**src/rtl/udp_pkg.sv**
```systemverilog
// udp_pkg: shared FSM encoding, UDP header length and keep-mask helper
// for the UDP payload forwarding path.
package udp_pkg;
   typedef enum logic [1:0] {ST_IDLE, ST_FWD, ST_DROP, ST_FLUSH} state_t;
   localparam int UDP_HDR_LEN = 8;
   function automatic logic [15:0] keep_mask(input logic [4:0] cnt);
      return (cnt >= 5'd16) ? 16'hffff : (16'd1 << cnt) - 16'd1;
   endfunction
endpackage

```
**src/rtl/stream_skid_buf.sv**
```systemverilog
// stream_skid_buf: 2-entry skid buffer with registered outputs and a
// registered s_ready, sustaining one transfer per cycle in both directions.
module stream_skid_buf #(
   parameter int W = 8
) (
   input  logic         clk,
   input  logic         rst_n,
   input  logic [W-1:0] s_data,
   input  logic         s_valid,
   output logic         s_ready,
   output logic [W-1:0] m_data,
   output logic         m_valid,
   input  logic         m_ready
);
   logic [W-1:0] r_out, r_sk;
   logic         r_out_v, r_sk_v;
   logic         w_in;
   assign w_in    = s_valid && s_ready;
   assign s_ready = !r_sk_v;
   assign m_data  = r_out;
   assign m_valid = r_out_v;
   always_ff @(posedge clk or negedge rst_n) begin
      if (!rst_n) begin
         r_out   <= '0;
         r_sk    <= '0;
         r_out_v <= 1'b0;
         r_sk_v  <= 1'b0;
      end else if (!r_out_v || m_ready) begin
         r_out_v <= r_sk_v || w_in;
         r_sk_v  <= 1'b0;
         if (r_sk_v)
            r_out <= r_sk;
         else if (w_in)
            r_out <= s_data;
      end else if (w_in) begin
         // output stalled: park the incoming word in the skid slot
         r_sk   <= s_data;
         r_sk_v <= 1'b1;
      end
   end
endmodule

```
**src/rtl/payload_stream_forwarder.sv**
```systemverilog
// payload_stream_forwarder: trims a beat stream to udp_length-HDR_LEN payload
// bytes with exact keep/last, drops or flushes packets, and flags length errors.
module payload_stream_forwarder
   import udp_pkg::*;
#(
   parameter int BYTES   = 4,
   parameter int LEN_W   = 16,
   parameter int HDR_LEN = UDP_HDR_LEN
) (
   input  logic               clk,
   input  logic               rst_n,
   input  logic [8*BYTES-1:0] s_data,
   input  logic [BYTES-1:0]   s_keep,
   input  logic               s_valid,
   input  logic               s_last,
   output logic               s_ready,
   input  logic               hdr_done,
   input  logic [LEN_W-1:0]   udp_length,
   input  logic               drop_en,
   output logic [8*BYTES-1:0] m_data,
   output logic [BYTES-1:0]   m_keep,
   output logic               m_valid,
   output logic               m_last,
   input  logic               m_ready,
   output logic               len_short,
   output logic               len_long,
   output logic               pkt_done
);
   localparam int TW = $clog2(BYTES) + 1;
   localparam int W  = 9 * BYTES + 1;
   localparam logic [LEN_W-1:0] HL = LEN_W'(HDR_LEN);
   state_t             r_state, w_state_nx;
   logic [LEN_W-1:0]   r_rem, w_rem_nx, w_rem_sub;
   logic [TW-1:0]      w_n, w_take;
   logic [15:0]        w_mask;
   logic [BYTES-1:0]   w_keep;
   logic [W-1:0]       w_m_word;
   logic               w_acc, w_fwd_valid, w_fwd_ready;
   logic               w_last, w_short, w_long, w_done;
   logic               r_short, r_long, r_done;
   always_comb begin
      w_n = '0;
      for (int i = 0; i < BYTES; i++)
         w_n = w_n + TW'(s_keep[i]);
   end
   assign w_take      = (LEN_W'(w_n) <= r_rem) ? w_n : TW'(r_rem);
   assign w_rem_sub   = r_rem - LEN_W'(w_take);
   assign w_mask      = keep_mask(5'(w_take));
   assign w_keep      = s_keep & w_mask[BYTES-1:0];
   assign s_ready     = (r_state == ST_FWD) ? w_fwd_ready : (r_state == ST_DROP || r_state == ST_FLUSH);
   assign w_acc       = s_valid && s_ready;
   // empty beats never enter the skid, even when they carry s_last
   assign w_fwd_valid = s_valid && (r_state == ST_FWD) && (w_n != '0);
   always_comb begin
      w_state_nx = r_state;
      w_rem_nx   = r_rem;
      w_last     = 1'b0;
      w_short    = 1'b0;
      w_long     = 1'b0;
      w_done     = 1'b0;
      case (r_state)
         ST_IDLE: if (hdr_done) begin
            w_rem_nx   = (udp_length > HL) ? udp_length - HL : '0;
            w_short    = udp_length < HL;
            w_state_nx = drop_en ? ST_DROP : (udp_length > HL) ? ST_FWD : ST_FLUSH;
         end
         ST_FWD: if (w_acc) begin
            if (w_n == '0) begin
               w_short    = s_last;
               w_done     = s_last;
               w_state_nx = s_last ? ST_IDLE : ST_FWD;
            end else begin
               w_rem_nx = w_rem_sub;
               w_last   = s_last || (w_rem_sub == '0);
               if (w_rem_sub == '0) begin
                  w_long     = !s_last || (w_n != w_take);
                  w_done     = s_last;
                  w_state_nx = s_last ? ST_IDLE : ST_FLUSH;
               end else if (s_last) begin
                  w_short    = 1'b1;
                  w_done     = 1'b1;
                  w_state_nx = ST_IDLE;
               end
            end
         end
         default: if (w_acc && s_last) begin
            w_done     = 1'b1;
            w_state_nx = ST_IDLE;
         end
      endcase
   end
   always_ff @(posedge clk or negedge rst_n) begin
      if (!rst_n) begin
         r_state <= ST_IDLE;
         r_rem   <= '0;
         r_short <= 1'b0;
         r_long  <= 1'b0;
         r_done  <= 1'b0;
      end else begin
         r_state <= w_state_nx;
         r_rem   <= w_rem_nx;
         r_short <= w_short;
         r_long  <= w_long;
         r_done  <= w_done;
      end
   end
   assign len_short = r_short;
   assign len_long  = r_long;
   assign pkt_done  = r_done;
   stream_skid_buf #(.W(W)) u_skid (
      .clk     (clk),
      .rst_n   (rst_n),
      .s_data  ({w_last, w_keep, s_data}),
      .s_valid (w_fwd_valid),
      .s_ready (w_fwd_ready),
      .m_data  (w_m_word),
      .m_valid (m_valid),
      .m_ready (m_ready)
   );
   assign {m_last, m_keep, m_data} = w_m_word;
endmodule

```
**config.mk**
```make
export PLATFORM = sky130hd
export DESIGN_NAME = payload_stream_forwarder
export DESIGN_NICKNAME = d
export VERILOG_FILES = /design/src/rtl/udp_pkg.sv /design/src/rtl/stream_skid_buf.sv /design/src/rtl/payload_stream_forwarder.sv
export SDC_FILE = /design/constraint.sdc
export NUM_CORES = 1
export LEC_CHECK = 0
export BUFFER_PORTS_ARGS = -buffer_cell sky130_fd_sc_hd__clkbuf_2
export CORE_ASPECT_RATIO = 1.2
export CORE_MARGIN = 3
export CORE_UTILIZATION = 55
export CTS_CLUSTER_DIAMETER = 50
export CTS_CLUSTER_SIZE = 20
export DETAILED_ROUTE_END_ITERATION = 8
export PLACE_DENSITY = 0.86
export RECOVER_POWER = 50
export REMOVE_ABC_BUFFERS = 1
export SLEW_MARGIN = 40
export SYNTH_ARGS = -nofsm -noshare
export SYNTH_HDL_FRONTEND = slang
export SYNTH_SLANG_ARGS = --single-unit
```
**constraint.sdc**
```tcl
create_clock -name clk -period 5.5 [get_ports clk]
set_clock_uncertainty 0.05 [all_clocks]
set_input_delay 0.55 -clock clk [delete_from_list [all_inputs] [get_ports clk]]
set_output_delay 0.55 -clock clk [all_outputs]
set_load 0.02 [all_outputs]
```
==> results of run 1 <==
==> state kept, by name, summed over array words and instances (netlist names) <==
signal / cells
u_skid.m_valid: 1
len_long: 1
pkt_done: 1
u_skid.r_sk_v: 1
u_skid.r_sk: 37
len_short: 1
u_skid.m_data: 37
r_state: 2
r_rem: 16
==> placed cells by master (no fill, tap or decap), types with 5 or more instances in the layout <==
master / count
xor2_1: 6
clkbuf_8: 9
buf_4: 8
mux2i_1: 36
a21oi_1: 51
dfrtp_1: 96
o21ai_0: 28
nor3_1: 17
clkbuf_1: 23
or3_1: 8
inv_1: 14
nand2_1: 31
xnor2_1: 10
nor2_1: 63
ha_1: 9
clkbuf_2: 79
a22o_1: 6
o211ai_1: 5
nand3_1: 10
mux2_2: 34
a31oi_1: 7
nand2b_1: 5
==> path summary, 6_finish.rpt <==
kind                                             startpoint                          end  slack [ns]  depth (start not counted)
worst max-delay path                              s_keep[0]           len_long$_DFF_PN0_        0.49                         19
worst max register to register         r_rem[2]$_DFFE_PN0P_           len_long$_DFF_PN0_        1.04                         16
worst min register to register  u_skid.r_sk[32]$_DFFE_PN0P_  u_skid.r_sk[32]$_DFFE_PN0P_        0.45                          2
worst min-delay path                             s_data[16]  u_skid.r_sk[16]$_DFFE_PN0P_        0.36                          2
min in group asynchronous                             rst_n  u_skid.r_sk[27]$_DFFE_PN0P_        0.92                          1
max in group asynchronous                             rst_n  u_skid.r_sk[19]$_DFFE_PN0P_        2.21                          2
==> kinds of logic after synthesis <==
| group | after synthesis | share of synthesized area |
|---|---|---|
| DFF | 97 | 0.462 |
| buffers and inverters | 39 | 0.0281 |
| and+or+nand+nor | 165 | 0.161 |
| adders and majority gates | 10 | 0.0252 |
| muxes | 71 | 0.144 |
| AOI/OAI and AO/OA | 130 | 0.153 |
| xor gates and xnor gates | 16 | 0.0267 |
==> cell usage after synthesis (2+ instances only) <==
cell / count
mux2i_1: 36
xnor2_1: 10
nor2_1: 63
a221oi_1: 2
a211oi_1: 3
nor3_1: 17
mux2_2: 34
nand3_1: 10
a22o_1: 6
clkbuf_1: 24
xor2_1: 6
o211ai_1: 5
or2_2: 2
a31oi_1: 7
a21oi_1: 52
ha_1: 9
and2_1: 3
nand2_1: 31
inv_1: 14
o21a_1: 2
o21ai_0: 28
or3_1: 9
o22ai_1: 3
dfrtp_1: 97
nor4_1: 3
o31ai_1: 4
nor2b_1: 5
or4_1: 2
nand2b_1: 5
o32ai_1: 3
==> metal layers <==
metal / vias up / global-route usage / wire, um
li1: 2093 / - / -
met1: 2189 / 0.292 / 5210
met2: 178 / 0.446 / 6750
met3: 42 / 0.0412 / 862
met4: 0 / 0.113 / 400
met5: - / 0 / 0
==> power by group <==
part / total (mW) / switching, mW / internal [mW]
sequential: 1.30 / 0.250 / 1.05
combinational: 1.56 / 0.961 / 0.599
clock: 0.480 / 0.263 / 0.217
==> worst reg2reg max path, delay by kind of cell (launching register included) <==
kind                       cells  cell delay, ns
and+or+nand+nor                6            1.55
DFF                            1            0.51
muxes                          1            0.30
buffers and inverters          2            0.24
adders and majority gates      3            0.85
AOI/OAI and AO/OA              4            0.89
==> final cells by class <==
type,instances,area share
Clock inverter,6,0.0119
Timing Repair Buffer,110,0.0928
Tap cell,120,0.0246
Inverter,14,0.00862
Sequential cell,97,0.398
Multi-Input combinational cell,392,0.443
Clock buffer,10,0.0209
==> summary.md, run 1 <==
| Metric | Value |
|---|---|
| Outcome | finished, violations left |
| Failing checks | capacitance limit, slew limit |
| Reg area | between 0.002 and 0.0025 mm^2 |
| Post-cts resize count | 0 |
| Worst-margin pin slew | 2.60 ns |
| Synth area leaders | dfrtp_1 46%, mux2_2 7.3%, mux2i_1 6.9% |
| H-tree Lvls | 3 |
| Placed inst area | between 0.005 and 0.006 mm^2 |
| Initial core utilization | 0.573 |
| Total GRT Usage | 0.251 |
| Fin cells | about 750 |
| Setup violators final | 0 |
| CP Capture Type | flip-flop |
| I/O Buffers | 100 |
| Most used cell, CP | ha_1 |
| Fillers | around 690 |
| Slew Limit Fails | 50 |
| Clk sinks | 97 |
| Initial antenna violation count | 0 |
| Final Hold Fails | 0 |
| VDD IR max | approximately 270 uV |
| Critical path type | input pin to flip-flop |
| Die X | 95.3 um |
| Synth top area share | 0.462 |
| CTS tree | done |
| Max_slew headroom | -0.736 |
| Initial DRC Count | between 200 and 250 |
| Min-delay worst type | input pin to flip-flop |
| Multi-input logic area | 0.00270 mm^2 |
| Post-route design area | between 0.006 and 0.007 mm^2 |
| Hold buffers post-CTS | 0 |
| Drt drc | 0 |
| Num CTS Buffers | 9 |
| Clock root buffer | clkbuf_8 |
| Layout area overhead | 15.9% |
| CP max stage cell | fa_1 |
| Fin util | 0.664 |
| Buffers & Inverters on Critical Path | 2 |
| Pre-CTS WS | 0.192 ns |
| DP HPWL | about 9700 um |
| Die area | approximately 0.011 mm^2 |
| Row Count | 38 |
| Sequential share of the synthesized area | 0.462 |
| FF+latch count, synth | slightly below 100 |
| Pwr Total | roughly 3.3 mW |
| PnR worst setup slack | ~0.5 ns |
| Clk slew on worst S/H paths | 0.10 ns |
| Tmin final | between 5 and 6 ns |
| Cell taking the most area after synthesis | dfrtp_1 |
| Max-cap viol count | 1 |
| # Post-CTS Setup Buffers | 0 |
| Inserted Diodes | 0 |
| First-pass GRT wire length | 21300 um |
| Power per cell area | approximately 550 mW/mm^2 |
| Period utilisation layout | 0.912 |
| Prevailing post-synth register cell | dfrtp_1 |
| Setup crit start kind | input pin |
| Clk Latency, worst-skew pair | roughly 0.37 ns |
| Crit Path Max Fanout | 7 |
| Placed cell count | about 730 |
| RSZ-0062 raised after global routing | false |
| IO Pins | 101 |
| Min Hold Slack | ~0.36 ns |
| Leakage | roughly 2.6 nW |
| Distinct cells, synth | 63 |
| Core area | between 0.009 and 0.01 mm^2 |
| CP Data Arrival Time | 5.23 ns |
| Delay-heaviest family, CP | adder cells |
| Largest stage delay, worst path | 0.48 ns |
| Syn Inst Count | ~530 |
| Maximum clock path buffer count | 2 |
| Share of cells above drive strength 1 | 0.250 |
| Post-DR vias/cell | 6.01 |
| Fmax | 199 MHz |
| Vert. Die Dim | roughly 110 um |
| Synthesized cell area | roughly 0.0053 mm^2 |
| Number of nets with antenna violations after routing | 0 |
| Synth Warn # | 0 |
| Initial DRT Pass Iterations | 5 |
| Ys async rst share | 1.00 |
| Critical Path RT | 5.72 ns |
| Post-Route WL | ~13000 um |
| Fin Setup TNS | 0 ns |
| Synthesized area per cell | ~10 um^2 |
| Critical-path cell list | clkbuf_2, fa_1, ha_1, ha_1, ha_1, nor2b_1, o31a_1, nand3_4, mux2i_1, ha_1, inv_1, ha_1, nor3_1, o211ai_1, a32oi_1, o211ai_1, nor4b_4, nand3_1, a2111oi_2 |
| Post-synth EDFFs | 0 |
| DR vias | roughly 4500 |
| Pin count of the biggest net entering global routing | 50 |
| Grt ovf | 0 |
| GP Congestion | around 0.91 |
| Layout net count | about 700 |
| Avg WL per Cell | 17.6 um |
| Vias in the first global route | approximately 4500 |
No activity file was read; power rests on OpenSTA's default activity.
==> run 2, diff against run 1 <==
--- a/config.mk
+++ b/config.mk
@@ -13,7 +13,6 @@
 export CTS_CLUSTER_SIZE = 20
 export DETAILED_ROUTE_END_ITERATION = 8
 export PLACE_DENSITY = 0.86
-export RECOVER_POWER = 50
 export REMOVE_ABC_BUFFERS = 1
 export SLEW_MARGIN = 40
 export SYNTH_ARGS = -nofsm -noshare
==> summary.md, run 2 (synthesized netlist as in run 1, its figures left out) <==
| Metric | Value |
|---|---|
| Outcome | complete, no violations (was finished, violations left) |
| Post-Route WL | 13200 um (about the same) |
| Layout net count | 693 (unchanged) |
| Hold buffers post-CTS | 0 (unchanged) |
| Row Count | 38 (unchanged) |
| H-tree Lvls | 3 (unchanged) |
| IO Pins | 101 (unchanged) |
| Commonest non-fill, non-tap cells in the layout | 99 x clkbuf_2, 96 x dfrtp_1, 63 x nor2_1 (was 96 x dfrtp_1, 79 x clkbuf_2, 63 x nor2_1) |
| Max-cap viol count | 0 (was 1) |
| Slew Limit Fails | 0 (was 50) |
| Grt ovf | 0 (unchanged) |
| Final Hold Fails | 0 (unchanged) |
| Critical-path cell list | clkbuf_2, fa_1, ha_1, ha_1, ha_1, nor2b_1, o31a_1, nand3_4, mux2i_1, ha_1, inv_1, ha_1, nor3_1, o211ai_1, a32oi_1, o211ai_1, nor4b_4, a31oi_1, o41ai_2 (was clkbuf_2, fa_1, ha_1, ha_1, ha_1, nor2b_1, o31a_1, nand3_4, mux2i_1, ha_1, inv_1, ha_1, nor3_1, o211ai_1, a32oi_1, o211ai_1, nor4b_4, nand3_1, a2111oi_2) |
| GP Congestion | 0.912 (unchanged) |
| Die area | 0.0108 mm^2 (unchanged) |
| Buffers & Inverters on Critical Path | 2 (unchanged) |
| Layout area overhead | 16.6% (was 15.9%) |
| Die X | 95.3 um (unchanged) |
| Initial DRC Count | 248 (was 249) |
| CTS tree | done (unchanged) |
| Max_slew headroom | 0.508 (was -0.736) |
| CP max stage cell | fa_1 (unchanged) |
| Clock root buffer | clkbuf_8 (unchanged) |
| Initial DRT Pass Iterations | 5 (unchanged) |
| Total GRT Usage | 0.251 (unchanged) |
| Clk sinks | 97 (unchanged) |
| Setup violators final | 0 (unchanged) |
| Drt drc | 0 (unchanged) |
| Tmin final | 5.01 ns (about the same) |
| Num CTS Buffers | 9 (unchanged) |
| Largest stage delay, worst path | 0.48 ns (about the same) |
| VDD IR max | 266 uV (about the same) |
| Power per cell area | 547 mW/mm^2 (about the same) |
| Vert. Die Dim | 113 um (unchanged) |
| Avg WL per Cell | 17.7 um (was 17.6 um) |
| Period utilisation layout | 0.911 (was 0.912) |
| First-pass GRT wire length | 21300 um (unchanged) |
| Clk Latency, worst-skew pair | 0.37 ns (about the same) |
| Fmax | 200 MHz (was 199 MHz) |
| Initial antenna violation count | 0 (unchanged) |
| Most used cell, CP | ha_1 (unchanged) |
| CP Capture Type | flip-flop (unchanged) |
| Initial core utilization | 0.573 (unchanged) |
| Vias in the first global route | 4536 (unchanged) |
| Commonest non-fill, non-tap cell in the layout | clkbuf_2 (was dfrtp_1) |
| Fin Setup TNS | 0 ns (unchanged) |
| RSZ-0062 raised after global routing | false (unchanged) |
| Pin count of the biggest net entering global routing | 50 (unchanged) |
| # Post-CTS Setup Buffers | 0 (unchanged) |
| Maximum clock path buffer count | 2 (unchanged) |
| Post-route design area | 0.00613 mm^2 (was 0.00610 mm^2) |
| Critical path type | input pin to flip-flop (unchanged) |
| Clk slew on worst S/H paths | 0.10 ns (about the same) |
| Worst-margin pin slew | 0.732 ns (was 2.60 ns) |
| Critical Path RT | 5.71 ns (was 5.72 ns) |
| Inserted Diodes | 0 (unchanged) |
| Post-DR vias/cell | 6.06 (was 6.01) |
| Leakage | 2.69 nW (was 2.63 nW) |
| Core area | 0.00918 mm^2 (unchanged) |
| Crit Path Max Fanout | 7 (unchanged) |
| I/O Buffers | 100 (unchanged) |
| Setup crit start kind | input pin (unchanged) |
| DR vias | 4537 (was 4502) |
| DP HPWL | 9680 um (unchanged) |
| CP Data Arrival Time | 5.22 ns (was 5.23 ns) |
| Share of cells above drive strength 1 | 0.285 (was 0.250) |
| Post-cts resize count | 0 (unchanged) |
| Number of nets with antenna violations after routing | 0 (unchanged) |
| Min-delay worst type | input pin to async pin (was input pin to flip-flop) |
| Delay-heaviest family, CP | adder cells (unchanged) |
| Placed inst area | 0.00590 mm^2 (unchanged) |
-- run 2: layout make-up --
class	instances	area [um^2]
Fill cell	677	3050
Multi-Input combinational cell	392	2700
Sequential cell	97	2430
Timing Repair Buffer	110	598
Tap cell	120	150
Clock buffer	10	128
Clock inverter	6	72.6
Inverter	14	52.6
-- run 2: path summary, 6_finish.rpt --
check	from	endpoint	slack, ns	cells past startpoint
setup / recovery	s_keep[0]	u_skid.r_sk[36]$_DFFE_PN0P_	0.49	19
hold / removal	rst_n	u_skid.r_sk[27]$_DFFE_PN0P_	0.12	1
setup reg to reg	r_rem[2]$_DFFE_PN0P_	u_skid.r_sk[36]$_DFFE_PN0P_	1.04	16
hold reg to reg	u_skid.r_sk[32]$_DFFE_PN0P_	u_skid.r_sk[32]$_DFFE_PN0P_	0.45	2
max in group asynchronous	rst_n	u_skid.r_sk[19]$_DFFE_PN0P_	4.21	2
min in group clk	s_data[16]	u_skid.r_sk[16]$_DFFE_PN0P_	0.36	2
-- run 2: per-layer routing --
| layer | GRT usage | wire, um | vias to the layer above | share of wire |
|---|---|---|---|---|
| met5 | 0 | 0 | - | 0 |
| met4 | 0.113 | 436 | 0 | 0.033 |
| met3 | 0.0412 | 875 | 51 | 0.066 |
| met2 | 0.446 | 6700 | 194 | 0.51 |
| met1 | 0.292 | 5220 | 2197 | 0.39 |
| li1 | - | - | 2095 | - |
-- run 2: worst reg2reg max path: cells and delay by family (launching register included) --
family | cells | cell delay, ns
adder cells (fa/ha/maj) | 3 | 0.85
flip-flops | 1 | 0.51
AO/OA/AOI/OAI | 5 | 1.05
AND/OR/NAND/NOR | 5 | 1.36
multiplexers | 1 | 0.30
buffers and inverters | 2 | 0.23
-- run 2: power by group --
part / total (mW) / switching, mW / internal [mW] / leakage (nW)
combinational: 1.58 / 0.962 / 0.616 / 1.43
sequential: 1.30 / 0.250 / 1.05 / 1.16
clock: 0.479 / 0.262 / 0.217 / 0.103
-- run 2: through the flow --
stage          setup WS (ns)  cells  utilization  power (mW)  hold slack (ns)
2_1_floorplan          0.401    503            -        2.33            0.204
3_3_place_gp           0.329    732        0.642        2.76            0.404
3_5_place_dp           0.192    732        0.643        2.85            0.412
4_1_cts                0.510    748        0.665        3.33            0.148
5_1_grt                0.153    749        0.668        3.58            0.164
6_report               0.491    749        0.668        3.35            0.121
